### config.mk
export PLATFORM = sky130hd
export DESIGN_NAME = reg_dst_pipe_flat
export DESIGN_NICKNAME = d
export VERILOG_FILES = /design/src/rtl/reg_dst_pipe_if.sv /design/src/rtl/reg_dst_pipe.sv /design/src/flat_wrapper.sv
export SDC_FILE = /design/constraint.sdc
export NUM_CORES = 1
export LEC_CHECK = 0
export BUFFER_PORTS_ARGS = -buffer_cell sky130_fd_sc_hd__buf_2
export CAP_MARGIN = 5
export CORE_ASPECT_RATIO = 0.9
export CORE_UTILIZATION = 47
export CTS_BUF_LIST = sky130_fd_sc_hd__clkbuf_4 sky130_fd_sc_hd__clkbuf_8
export DETAILED_ROUTE_END_ITERATION = 16
export GPL_ROUTABILITY_DRIVEN = 0
export GPL_TIMING_DRIVEN = 0
export HOLD_SLACK_MARGIN = 0.05
export PLACE_DENSITY = 0.82
export REMOVE_ABC_BUFFERS = 1
export SLEW_MARGIN = 20
export SYNTH_ARGS = -nofsm -noshare
export SYNTH_HDL_FRONTEND = slang
export SYNTH_SLANG_ARGS = --single-unit
### constraint.sdc
create_clock -name clk -period 2.2 [get_ports clk]
set_input_delay 0.44 -clock clk [delete_from_list [all_inputs] [get_ports clk]]
set_output_delay 0.44 -clock clk [all_outputs]
set_load 0.01 [all_outputs]
### src/rtl/reg_dst_pipe_if.sv
// rtl/reg_dst_pipe_if.sv - decode-side bundle for the destination-register pipeline
interface reg_dst_pipe_if #(
  parameter int AW    = 5,
  parameter int DEPTH = 3,
  parameter int SW    = $clog2(DEPTH + 1)
);
  // decode -> pipeline
  logic                  in_valid;
  logic [AW-1:0]         rt;
  logic [AW-1:0]         rd;
  logic [1:0]            dst_sel;
  logic                  reg_write;
  logic                  stall;
  logic                  flush;
  logic [AW-1:0]         rs_q;
  logic [AW-1:0]         rt_q;

  // pipeline -> register file / forwarding
  logic [DEPTH*AW-1:0]   stage_dst;
  logic [DEPTH-1:0]      stage_we;
  logic [AW-1:0]         a3;
  logic                  we;
  logic [SW-1:0]         fwd_rs;
  logic [SW-1:0]         fwd_rt;
  logic                  busy;

  // decode stage side
  modport master (
    output in_valid, rt, rd, dst_sel, reg_write, stall, flush, rs_q, rt_q,
    input  stage_dst, stage_we, a3, we, fwd_rs, fwd_rt, busy
  );

  // pipeline side
  modport slave (
    input  in_valid, rt, rd, dst_sel, reg_write, stall, flush, rs_q, rt_q,
    output stage_dst, stage_we, a3, we, fwd_rs, fwd_rt, busy
  );
endinterface

### src/rtl/reg_dst_pipe.sv
// rtl/reg_dst_pipe.sv - write-back destination select, DEPTH-stage carry and forwarding hits
module reg_dst_pipe #(
  parameter int AW       = 5,
  parameter int DEPTH    = 3,
  parameter int LINK_REG = 31,
  parameter int SW       = $clog2(DEPTH + 1)
) (
  input logic         clk,
  input logic         rst_n,
  reg_dst_pipe_if.slave bus
);

  localparam logic [AW-1:0] LINK = AW'(LINK_REG);

  logic [AW-1:0]    sel_dst;
  logic             new_we;

  logic [AW-1:0]    stage_dst_q [DEPTH];
  logic [AW-1:0]    stage_dst_d [DEPTH];
  logic [DEPTH-1:0] stage_we_q;
  logic [DEPTH-1:0] stage_we_d;

  logic [DEPTH-1:0] hit_rs;
  logic [DEPTH-1:0] hit_rt;
  logic [SW-1:0]    fwd_rs;
  logic [SW-1:0]    fwd_rt;

  // Destination mux and write qualification; register 0 is never written.
  always_comb begin
    sel_dst = '0;
    case (bus.dst_sel)
      2'b00:   sel_dst = bus.rt;
      2'b01:   sel_dst = bus.rd;
      2'b10:   sel_dst = LINK;
      default: sel_dst = '0;
    endcase
    new_we = bus.in_valid & bus.reg_write & (bus.dst_sel != 2'b11) & (sel_dst != '0);
  end

  // Next-state: stage 0 loads or bubbles, older stages always shift because
  // their instructions are already committed past decode.
  always_comb begin
    stage_we_d = '0;
    for (int i = 0; i < DEPTH; i++) begin
      stage_dst_d[i] = '0;
    end

    if (bus.flush) begin
      // flush kills the presented instruction; it wins over stall
      stage_dst_d[0] = '0;
      stage_we_d[0]  = 1'b0;
    end else if (bus.stall) begin
      stage_dst_d[0] = '0;
      stage_we_d[0]  = 1'b0;
    end else begin
      stage_dst_d[0] = sel_dst;
      stage_we_d[0]  = new_we;
    end

    for (int i = 1; i < DEPTH; i++) begin
      stage_dst_d[i] = stage_dst_q[i-1];
      stage_we_d[i]  = stage_we_q[i-1];
    end
  end

  // Stage registers; reset empties the whole pipeline immediately.
  always_ff @(posedge clk or negedge rst_n) begin
    if (!rst_n) begin
      for (int i = 0; i < DEPTH; i++) begin
        stage_dst_q[i] <= '0;
      end
      stage_we_q <= '0;
    end else begin
      for (int i = 0; i < DEPTH; i++) begin
        stage_dst_q[i] <= stage_dst_d[i];
      end
      stage_we_q <= stage_we_d;
    end
  end

  // Per-stage hit against decode's sources; source register 0 never forwards.
  always_comb begin
    hit_rs = '0;
    hit_rt = '0;
    for (int i = 0; i < DEPTH; i++) begin
      hit_rs[i] = stage_we_q[i] & (stage_dst_q[i] == bus.rs_q) & (bus.rs_q != '0);
      hit_rt[i] = stage_we_q[i] & (stage_dst_q[i] == bus.rt_q) & (bus.rt_q != '0);
    end
  end

  // Priority encode: scan oldest to youngest so the youngest producer overrides.
  always_comb begin
    fwd_rs = '0;
    fwd_rt = '0;
    for (int i = DEPTH - 1; i >= 0; i--) begin
      if (hit_rs[i]) begin
        fwd_rs = SW'(i + 1);
      end
      if (hit_rt[i]) begin
        fwd_rt = SW'(i + 1);
      end
    end
  end

  for (genvar g = 0; g < DEPTH; g++) begin : g_pack
    assign bus.stage_dst[g*AW +: AW] = stage_dst_q[g];
  end

  assign bus.stage_we = stage_we_q;
  // With DEPTH = 1 the only stage is also write-back.
  assign bus.a3       = stage_dst_q[DEPTH-1];
  assign bus.we       = stage_we_q[DEPTH-1];
  assign bus.fwd_rs   = fwd_rs;
  assign bus.fwd_rt   = fwd_rt;
  assign bus.busy     = |stage_we_q;

endmodule

### src/flat_wrapper.sv
// flat-port wrapper written by rule: the top's interface ports become plain ports
module reg_dst_pipe_flat 
#(
  parameter int AW       = 5,
  parameter int DEPTH    = 3,
  parameter int LINK_REG = 31,
  parameter int SW       = $clog2(DEPTH + 1)
)
  (clk, rst_n, bus_in_valid, bus_rt, bus_rd, bus_dst_sel, bus_reg_write, bus_stall, bus_flush, bus_rs_q, bus_rt_q, bus_stage_dst, bus_stage_we, bus_a3, bus_we, bus_fwd_rs, bus_fwd_rt, bus_busy);
  reg_dst_pipe_if #(.AW(AW), .DEPTH(DEPTH), .SW(SW)) bus_i ();
  input logic clk;
  input logic rst_n;
  input wire logic [$bits(bus_i.in_valid)-1:0] bus_in_valid;
  input wire logic [$bits(bus_i.rt)-1:0] bus_rt;
  input wire logic [$bits(bus_i.rd)-1:0] bus_rd;
  input wire logic [$bits(bus_i.dst_sel)-1:0] bus_dst_sel;
  input wire logic [$bits(bus_i.reg_write)-1:0] bus_reg_write;
  input wire logic [$bits(bus_i.stall)-1:0] bus_stall;
  input wire logic [$bits(bus_i.flush)-1:0] bus_flush;
  input wire logic [$bits(bus_i.rs_q)-1:0] bus_rs_q;
  input wire logic [$bits(bus_i.rt_q)-1:0] bus_rt_q;
  output wire logic [$bits(bus_i.stage_dst)-1:0] bus_stage_dst;
  output wire logic [$bits(bus_i.stage_we)-1:0] bus_stage_we;
  output wire logic [$bits(bus_i.a3)-1:0] bus_a3;
  output wire logic [$bits(bus_i.we)-1:0] bus_we;
  output wire logic [$bits(bus_i.fwd_rs)-1:0] bus_fwd_rs;
  output wire logic [$bits(bus_i.fwd_rt)-1:0] bus_fwd_rt;
  output wire logic [$bits(bus_i.busy)-1:0] bus_busy;
  assign bus_i.in_valid = bus_in_valid;
  assign bus_i.rt = bus_rt;
  assign bus_i.rd = bus_rd;
  assign bus_i.dst_sel = bus_dst_sel;
  assign bus_i.reg_write = bus_reg_write;
  assign bus_i.stall = bus_stall;
  assign bus_i.flush = bus_flush;
  assign bus_i.rs_q = bus_rs_q;
  assign bus_i.rt_q = bus_rt_q;
  assign bus_stage_dst = bus_i.stage_dst;
  assign bus_stage_we = bus_i.stage_we;
  assign bus_a3 = bus_i.a3;
  assign bus_we = bus_i.we;
  assign bus_fwd_rs = bus_i.fwd_rs;
  assign bus_fwd_rt = bus_i.fwd_rt;
  assign bus_busy = bus_i.busy;
  reg_dst_pipe #(.AW(AW), .DEPTH(DEPTH), .LINK_REG(LINK_REG), .SW(SW)) u_core (.clk(clk), .rst_n(rst_n), .bus(bus_i));
endmodule
Word-level counts from Yosys, hierarchy flattened. Index checks and enable logic that the tools add are counted.

Flip-flop bits (word level): 18. Input port bits: 28. Output and inout bits: 29. Logic and storage cells: 44.

Equal/unequal tests: 9. Mux-type cells: 11. Bitwise logic cells: 15. Reduce and logical (&&, ||, !) cells: 5.

Operators by type and width (count): $eq A5 B5 Y1 (6); $and A1 B1 Y1 (15); $pmux W5 S3 (1); $reduce_bool A5 Y1 (3); $mux W2 (6); $mux W5 (2); $reduce_or A3 Y1 (1); $eq A2 B1 Y1 const B (1); $eq A2 B2 Y1 const B (1); $logic_not A2 Y1 (1); $mux W1 (2); $ne A2 B2 Y1 const B (1).

Depth between registers and ports, before layout. Gate-level depths: netlist of run 1.

Depth in word-level cells: 6. Gate-level depth with buffers: 4. Gate-level depth less buffers: 4.

Worst setup path before layout of run 1. OpenSTA, ideal clock, no wires.

Path type: input to output. From: in bus_rs_q[1]. To: out bus_fwd_rs[1]. Data arrival time: 1.393 ns. Required time: 1.760 ns. Path slack: 0.367 ns. Cell stages on the path: 4. Buffers on the path: 0. Cell sequence: or4_1 nor2_2 nor4_1 a21oi_1.

Longest elaborated chain between the ends: 6. Elaborated cells between the ends (all ways): 13. Those cells by class: 3 x eq/ne; 3 x mux; 6 x bitwise; 1 x reduce/logical.

RTL lines: from (decl) (RTL line flat_wrapper.sv:20) `input wire logic [$bits(bus_i.rs_q)-1:0] bus_rs_q;`; $eq A5 B5 Y1 (RTL line reg_dst_pipe.sv:86) `hit_rs[i] = stage_we_q[i] & (stage_dst_q[i] == bus.rs_q) & (bus.rs_q != '0);`; $and A1 B1 Y1 (2 in a row) (RTL line reg_dst_pipe.sv:86); $mux W2 (2 in a row) (RTL line reg_dst_pipe.sv:96) `if (hit_rs[i]) begin`; $mux W2 * (RTL line reg_dst_pipe.sv:96); to (decl) (RTL line flat_wrapper.sv:26) `output wire logic [$bits(bus_i.fwd_rs)-1:0] bus_fwd_rs;`.

Every way passes the cells marked *; elsewhere a longest branch is shown, timed or not.

Worst setup path after layout of run 1.
From: in bus_rs_q[1]. To: out bus_fwd_rs[0].

The elaborated chain is that of the path after synthesis.

==> results.json, run 1 <==
{
  "status": "finished, violations left",
  "violations": "negative setup slack",
  "antenna_found_initial": 0,
  "clk_pin_slew_worst_paths_ns": 0.09,
  "crit_slowest_cell": "or4_1",
  "rows": 16,
  "ys_warn_count": 0,
  "grt_use_total": 0.2117,
  "cp.required_ns": 1.76,
  "die-area_mm2": 0.002662,
  "max-slew-margin-rel": 0.6377,
  "cap_violations": 0,
  "grt_pass1_wl_um": 4105,
  "seq_area_frac_synth": 0.3896,
  "async_flop_share": 1.000,
  "drt_pre_antenna_iters": 4,
  "fin_cells": 185,
  "hpwlAfterDp_um": 2190,
  "grt_pass1_vias": 972,
  "grt_remaining_overflow": 0,
  "cts_made_buffers": 3,
  "dp.cells": 181,
  "drt-total-wl_um": 2688,
  "fill_cells": 200,
  "cts_buffer_depth": 2,
  "syn_to_final_growth_pct": 19.05,
  "worst_slew_pin_slew_ns": 0.5385,
  "critPathMaxFanout": 4,
  "critical_path_class": "input pin to output port",
  "drc_errors": 0,
  "vias_per_cell": 5.546,
  "crit_arrival_ns": 1.76,
  "cts_tree": "built",
  "holdBufCountCts": 0,
  "peakVddDrop_mv": 0.2696,
  "dieHeight_um": 49.05,
  "initial_core_util": 0.5156,
  "synth.cell_area_mm2": 0.001156,
  "drive_gt1_frac": 0.4304,
  "powerDensity_mw_per_mm2": 485.2,
  "power_mw": 0.6678,
  "grt_start_max_net_pins": 19,
  "fp.dieW_um": 54.28,
  "ios": 57,
  "max_freq_ghz": 0.4536,
  "ys.flop_type": "dfrtp_1",
  "nNetsFinal": 188,
  "slowest_delay_ns": 0.57,
  "hold_viol_final": 0,
  "ant_nets": 0,
  "cp-end-kind": "output port",
  "finalSetupViolations": 1,
  "start_kind": "input pin",
  "synth_area_leaders": "dfrtp_1 (39%), xnor2_1 (17%), buf_4 (12%), xor2_1 (6.1%), o311a_1 (3.5%)",
  "drv_slew": 0,
  "cp_cell_sequence": "buf_2 > or4_1 > nor2_2 > nor4_1 > a21o_1 > buf_6",
  "synth_edf_count": 0,
  "worst_slack_ns": -0.004597,
  "synth-seq-cells": 18,
  "via_count": 1026,
  "min_path_type": "input pin to async pin",
  "power.leakage_nw": 0.7164,
  "yosys.cell_types.count": 22,
  "cts.sinks": 18,
  "fin_crit_ns": 2.205,
  "portBuffers": 56,
  "insertion_delay_ns": 0.28,
  "clock-root-buffer": "clkbuf_4",
  "period_share": 1.002,
  "syn_area_per_cell_um2": 9.798,
  "timing.rr.start": "u_core.bus.stage_dst[7]$_DFF_PN0_",
  "first_iter_violations": 23,
  "synth_top_cell_area_share": 0.3896,
  "yosysTopAreaCell": "dfrtp_1",
  "cp-startpoint": "bus_rs_q[1]",
  "wire_per_inst_um": 14.53,
  "cts_htree_levels": 1,
  "antennaDiodeCount": 0,
  "core_mm2": 0.002242,
  "fin_worst_skew_ns": 0.002140,
  "post_dp_cell_area_mm2": 0.001328,
  "stdcell_area_mm2": 0.001376,
  "grt_setup_unrepaired": "yes",
  "netlist_instances": 118
}
==> logic make-up (layout without fill, tap and decap cells) <==
| logic type | count (synthesis) | count (layout) | share of synthesized area |
|---|---|---|---|
| xor gates and xnor gates | 30 | 30 | 0.2273 |
| and+or+nand+nor | 29 | 29 | 0.1515 |
| AOI/OAI and AO/OA | 16 | 16 | 0.09199 |
| buffers and inverters | 25 | 65 | 0.1396 |
| DFF | 18 | 18 | 0.3896 |
==> per-stage QoR <==
| stage | worst slack, ns | TNS [ns] | hold slack, ns | util |
|---|---|---|---|---|
| floorplan | 0.3667 | 0 | 0.1444 | - |
| global placement | 0.1235 | 0 | 0.3718 | 0.5921 |
| detailed placement | 0.05385 | 0 | 0.3809 | 0.5921 |
| CTS | 0.0003649 | 0 | 0.06727 | 0.6088 |
| global route | -0.06842 | -0.2307 | 0.07980 | 0.6138 |
| finish | -0.004597 | -0.004597 | 0.06882 | 0.6138 |
==> flip-flops by register name, summed over array words and instances (netlist names) <==
name                  flops
u_core.bus.a3             5
u_core.bus.stage_dst     10
u_core.bus.stage_we       3
==> layout by cell type (no fill, tap or decap), drive strengths merged <==
master	count
buf	57
xnor2	22
dfrtp	18
xor2	8
nand4	6
nor2	6
inv	5
a21oi	5
nor4	4
o21ai	4
o311a	4
or4	4
nor3	3
clkbuf	3
or3	3
nand2	2
a21o	2
a31oi	1
nand3	1
==> power by group <==
part / internal, mW / switching, mW / total [mW]
logic: 0.0721 / 0.0788 / 0.151
clock network: 0.0634 / 0.0887 / 0.152
registers: 0.345 / 0.0200 / 0.365
total: 0.480 / 0.188 / 0.668
==> path summary, 6_finish.rpt <==
check / endpoint / slack [ns] / depth (start not counted)
hold / removal: u_core.bus.stage_dst[8]$_DFF_PN0_ / 0.07 / 1
setup reg to reg: u_core.bus.a3[2]$_DFF_PN0_ / 1.53 / 1
min in group clk: u_core.bus.stage_dst[3]$_DFF_PN0_ / 0.33 / 2
hold reg to reg: u_core.bus.stage_we[2]$_DFF_PN0_ / 0.45 / 0
max in group asynchronous: u_core.bus.stage_dst[8]$_DFF_PN0_ / 1.84 / 1
setup / recovery: bus_fwd_rs[0] / -0.005 / 6
==> layer usage <==
layer  vias up  part of all wire  GRT usage
met5         -                 0          0
met4         0             0.013    0.09402
met3         4             0.072    0.03427
met2        53              0.52     0.3780
met1       491              0.40     0.2349
li1        478                 -          -
==> synthesized netlist by cell type (2+ instances only) <==
cell and count:
or3_1 2, buf_4 18, o21ai_0 4, xnor2_1 22
clkbuf_1 2, or4_1 2, o311a_1 4, nand2_1 2
nor2_1 4, nor2_2 2, a21o_1 2, nor4_1 4
or4_4 2, nand4_1 6, dfrtp_1 18, inv_1 5
a21oi_1 5, xor2_1 8, nor3_1 3
==> layout make-up <==
type / instances / area (um2) / share of cell area
multi-input cells: 75 / 555.5 / 0.4036
flip-flops and latches: 18 / 451.7 / 0.3282
repair buffers: 57 / 294.0 / 0.2136
well taps: 27 / 33.78 / 0.02455
clock buffers: 3 / 22.52 / 0.01636
inverters: 5 / 18.77 / 0.01364
==> critical path, delay by kind of cell <==
| kind | cells | cell delay [ns] |
|---|---|---|
| simple gates | 3 | 0.89 |
| compound gates | 1 | 0.18 |
| buf+inv | 2 | 0.25 |
==> what timing repair did <==
action,in CTS,in global routing
setup buffers,1,0
endpoints found under the setup margin,3,4
gates resized for setup,1,3
pin swaps,7,0
(Power assumes the default switching activity.)
==> run 2, diff against run 1 <==
--- a/config.mk
+++ b/config.mk
@@ -8,13 +8,13 @@
 export BUFFER_PORTS_ARGS = -buffer_cell sky130_fd_sc_hd__buf_2
 export CAP_MARGIN = 5
 export CORE_ASPECT_RATIO = 0.9
-export CORE_UTILIZATION = 47
+export CORE_UTILIZATION = 35
 export CTS_BUF_LIST = sky130_fd_sc_hd__clkbuf_4 sky130_fd_sc_hd__clkbuf_8
 export DETAILED_ROUTE_END_ITERATION = 16
 export GPL_ROUTABILITY_DRIVEN = 0
 export GPL_TIMING_DRIVEN = 0
 export HOLD_SLACK_MARGIN = 0.05
-export PLACE_DENSITY = 0.82
+export PLACE_DENSITY = 0.65
 export REMOVE_ABC_BUFFERS = 1
 export SLEW_MARGIN = 20
 export SYNTH_ARGS = -nofsm -noshare
==> run 2 against run 1 <==
Net effect: the flow now finishes without violations; fmax rose by 1.3%; sequential cell count did not move; largest power group unchanged; register-to-register slack got worse by 0.03 ns; critical path type is now flop to output port; final cell count increased by 9.2%; combinational power about the same; via count down 3.4%; largest cell class unchanged.
==> results.json, run 2 (same netlist as run 1, synthesis figures left out) <==
{
  "hold_viol_final": 0,
  "crit_arrival_ns": 1.74,
  "first_iter_violations": 59,
  "antenna_found_initial": 0,
  "portBuffers": 56,
  "grt_remaining_overflow": 0,
  "stdcell_area_mm2": 0.001401,
  "cts_htree_levels": 1,
  "max-slew-margin-rel": 0.6824,
  "insertion_delay_ns": 0.27,
  "ios": 57,
  "period_share": 0.9895,
  "layout_common_cells": "buf_2 (55), xnor2_1 (22), dfrtp_1 (18)",
  "path_buf_inv": 1,
  "via_count": 991,
  "critical_path_class": "flop to output port",
  "crit_slowest_cell": "or4_4",
  "cts.sinks": 18,
  "peakVddDrop_mv": 0.1599,
  "layout_commonest_cell": "buf_2",
  "syn_to_final_growth_pct": 21.21,
  "cap_violations": 0,
  "start_kind": "flop",
  "dp.cells": 196,
  "slowest_delay_ns": 0.43,
  "drc_errors": 0,
  "fin_worst_skew_ns": 0.0004042,
  "cp_cell_sequence": "xnor2_1 > nand4_1 > or4_4 > a21o_1 > buf_2",
  "powerDensity_mw_per_mm2": 469.6,
  "min_path_type": "input pin to async pin",
  "critPathMaxFanout": 3,
  "drt_pre_antenna_iters": 4,
  "max_freq_ghz": 0.4594,
  "clk_pin_slew_worst_paths_ns": 0.08,
  "grt_setup_unrepaired": "yes",
  "grt_start_max_net_pins": 19,
  "core_mm2": 0.003090,
  "finalSetupViolations": 0,
  "reg2reg_depth": 1,
  "die-area_mm2": 0.003537,
  "fin_cells": 202,
  "vias_per_cell": 4.906,
  "clock-root-buffer": "clkbuf_4",
  "fill_cells": 310,
  "cts_tree": "built",
  "cts_buffer_depth": 2,
  "wire_per_inst_um": 12.73,
  "largest_reg_flops": 10,
  "fin_crit_ns": 2.177,
  "nNetsFinal": 190,
  "final_util": 0.4534,
  "grt_pass1_wl_um": 4278,
  "drive_gt1_frac": 0.4250,
  "rows": 19,
  "drv_slew": 0,
  "cp-end-kind": "output port",
  "post_dp_cell_area_mm2": 0.001346,
  "initial_core_util": 0.3741,
  "worstSetupPathDepth": 5,
  "hpwlAfterDp_um": 2139,
  "cp_top_family": "simple AND/OR/NAND/NOR gates",
  "fp.dieW_um": 62.58,
  "dieHeight_um": 56.53,
  "status": "finished clean",
  "antennaDiodeCount": 0,
  "drt-total-wl_um": 2572,
  "regArea_um2": 450.4,
  "multi_input_area_um2": 548.0,
  "cts_made_buffers": 3,
  "power.leakage_nw": 0.7236,
  "ant_nets": 0,
  "grt_pass1_vias": 974,
  "grt_use_total": 0.1583,
  "worst_slew_pin_slew_ns": 0.4721,
  "cp.required_ns": 1.76
}
-- run 2: final timing paths --
kind                                                    from                                end  slack, ns
setup / recovery           u_core.bus.stage_dst[7]$_DFF_PN0_                      bus_fwd_rs[0]       0.02
hold / removal                                         rst_n  u_core.bus.stage_dst[6]$_DFF_PN0_       0.07
setup reg to reg           u_core.bus.stage_dst[5]$_DFF_PN0_         u_core.bus.a3[0]$_DFF_PN0_       1.50
hold reg to reg             u_core.bus.stage_we[1]$_DFF_PN0_   u_core.bus.stage_we[2]$_DFF_PN0_       0.45
max in group asynchronous                              rst_n  u_core.bus.stage_dst[4]$_DFF_PN0_       1.87
min in group clk                                   bus_flush  u_core.bus.stage_dst[3]$_DFF_PN0_       0.33
-- run 2: stage by stage --
| stage | setup slack [ns] | hold slack, ns | setup TNS [ns] | power, mW |
|---|---|---|---|---|
| finish | 0.02313 | 0.06883 | 0 | 0.6580 |
| global route | -0.1121 | 0.06834 | -0.3210 | 0.7017 |
| CTS | 0.0003956 | 0.06766 | 0 | 0.6734 |
| detailed placement | 0.09065 | 0.3804 | 0 | 0.5184 |
| global placement | 0.1173 | 0.3745 | 0 | 0.5124 |
| floorplan | 0.3667 | 0.1444 | 0 | 0.4368 |
-- run 2: area by class of cell --
class / instances / area share
Inverter: 5 / 0.01339
Tap cell: 42 / 0.03750
Clock buffer: 3 / 0.01607
Multi-Input combinational cell: 75 / 0.3911
Sequential cell: 18 / 0.3214
Timing Repair Buffer: 59 / 0.2205
-- run 2: per-layer routing --
metal  global-route usage  vias to the layer above  part of all wire
li1                     -                      479                 -
met1               0.1947                      454              0.44
met2               0.2609                       56              0.47
met3              0.02846                        2             0.080
met4              0.08970                        0             0.010
met5                    0                        -                 0
-- run 2: power breakdown --
group / leakage (nW) / total, mW / internal [mW] / switching, mW
sequential: 0.243 / 0.365 / 0.345 / 0.0201
clock: 0.0138 / 0.143 / 0.0633 / 0.0798
combinational: 0.467 / 0.150 / 0.0731 / 0.0771
-- run 2: what timing repair did --
item,CTS,global route
endpoints found under the setup margin,3,4
hold buffers,0,0
gates resized for setup,0,2
pin swaps,4,1
buffers inserted,3,0
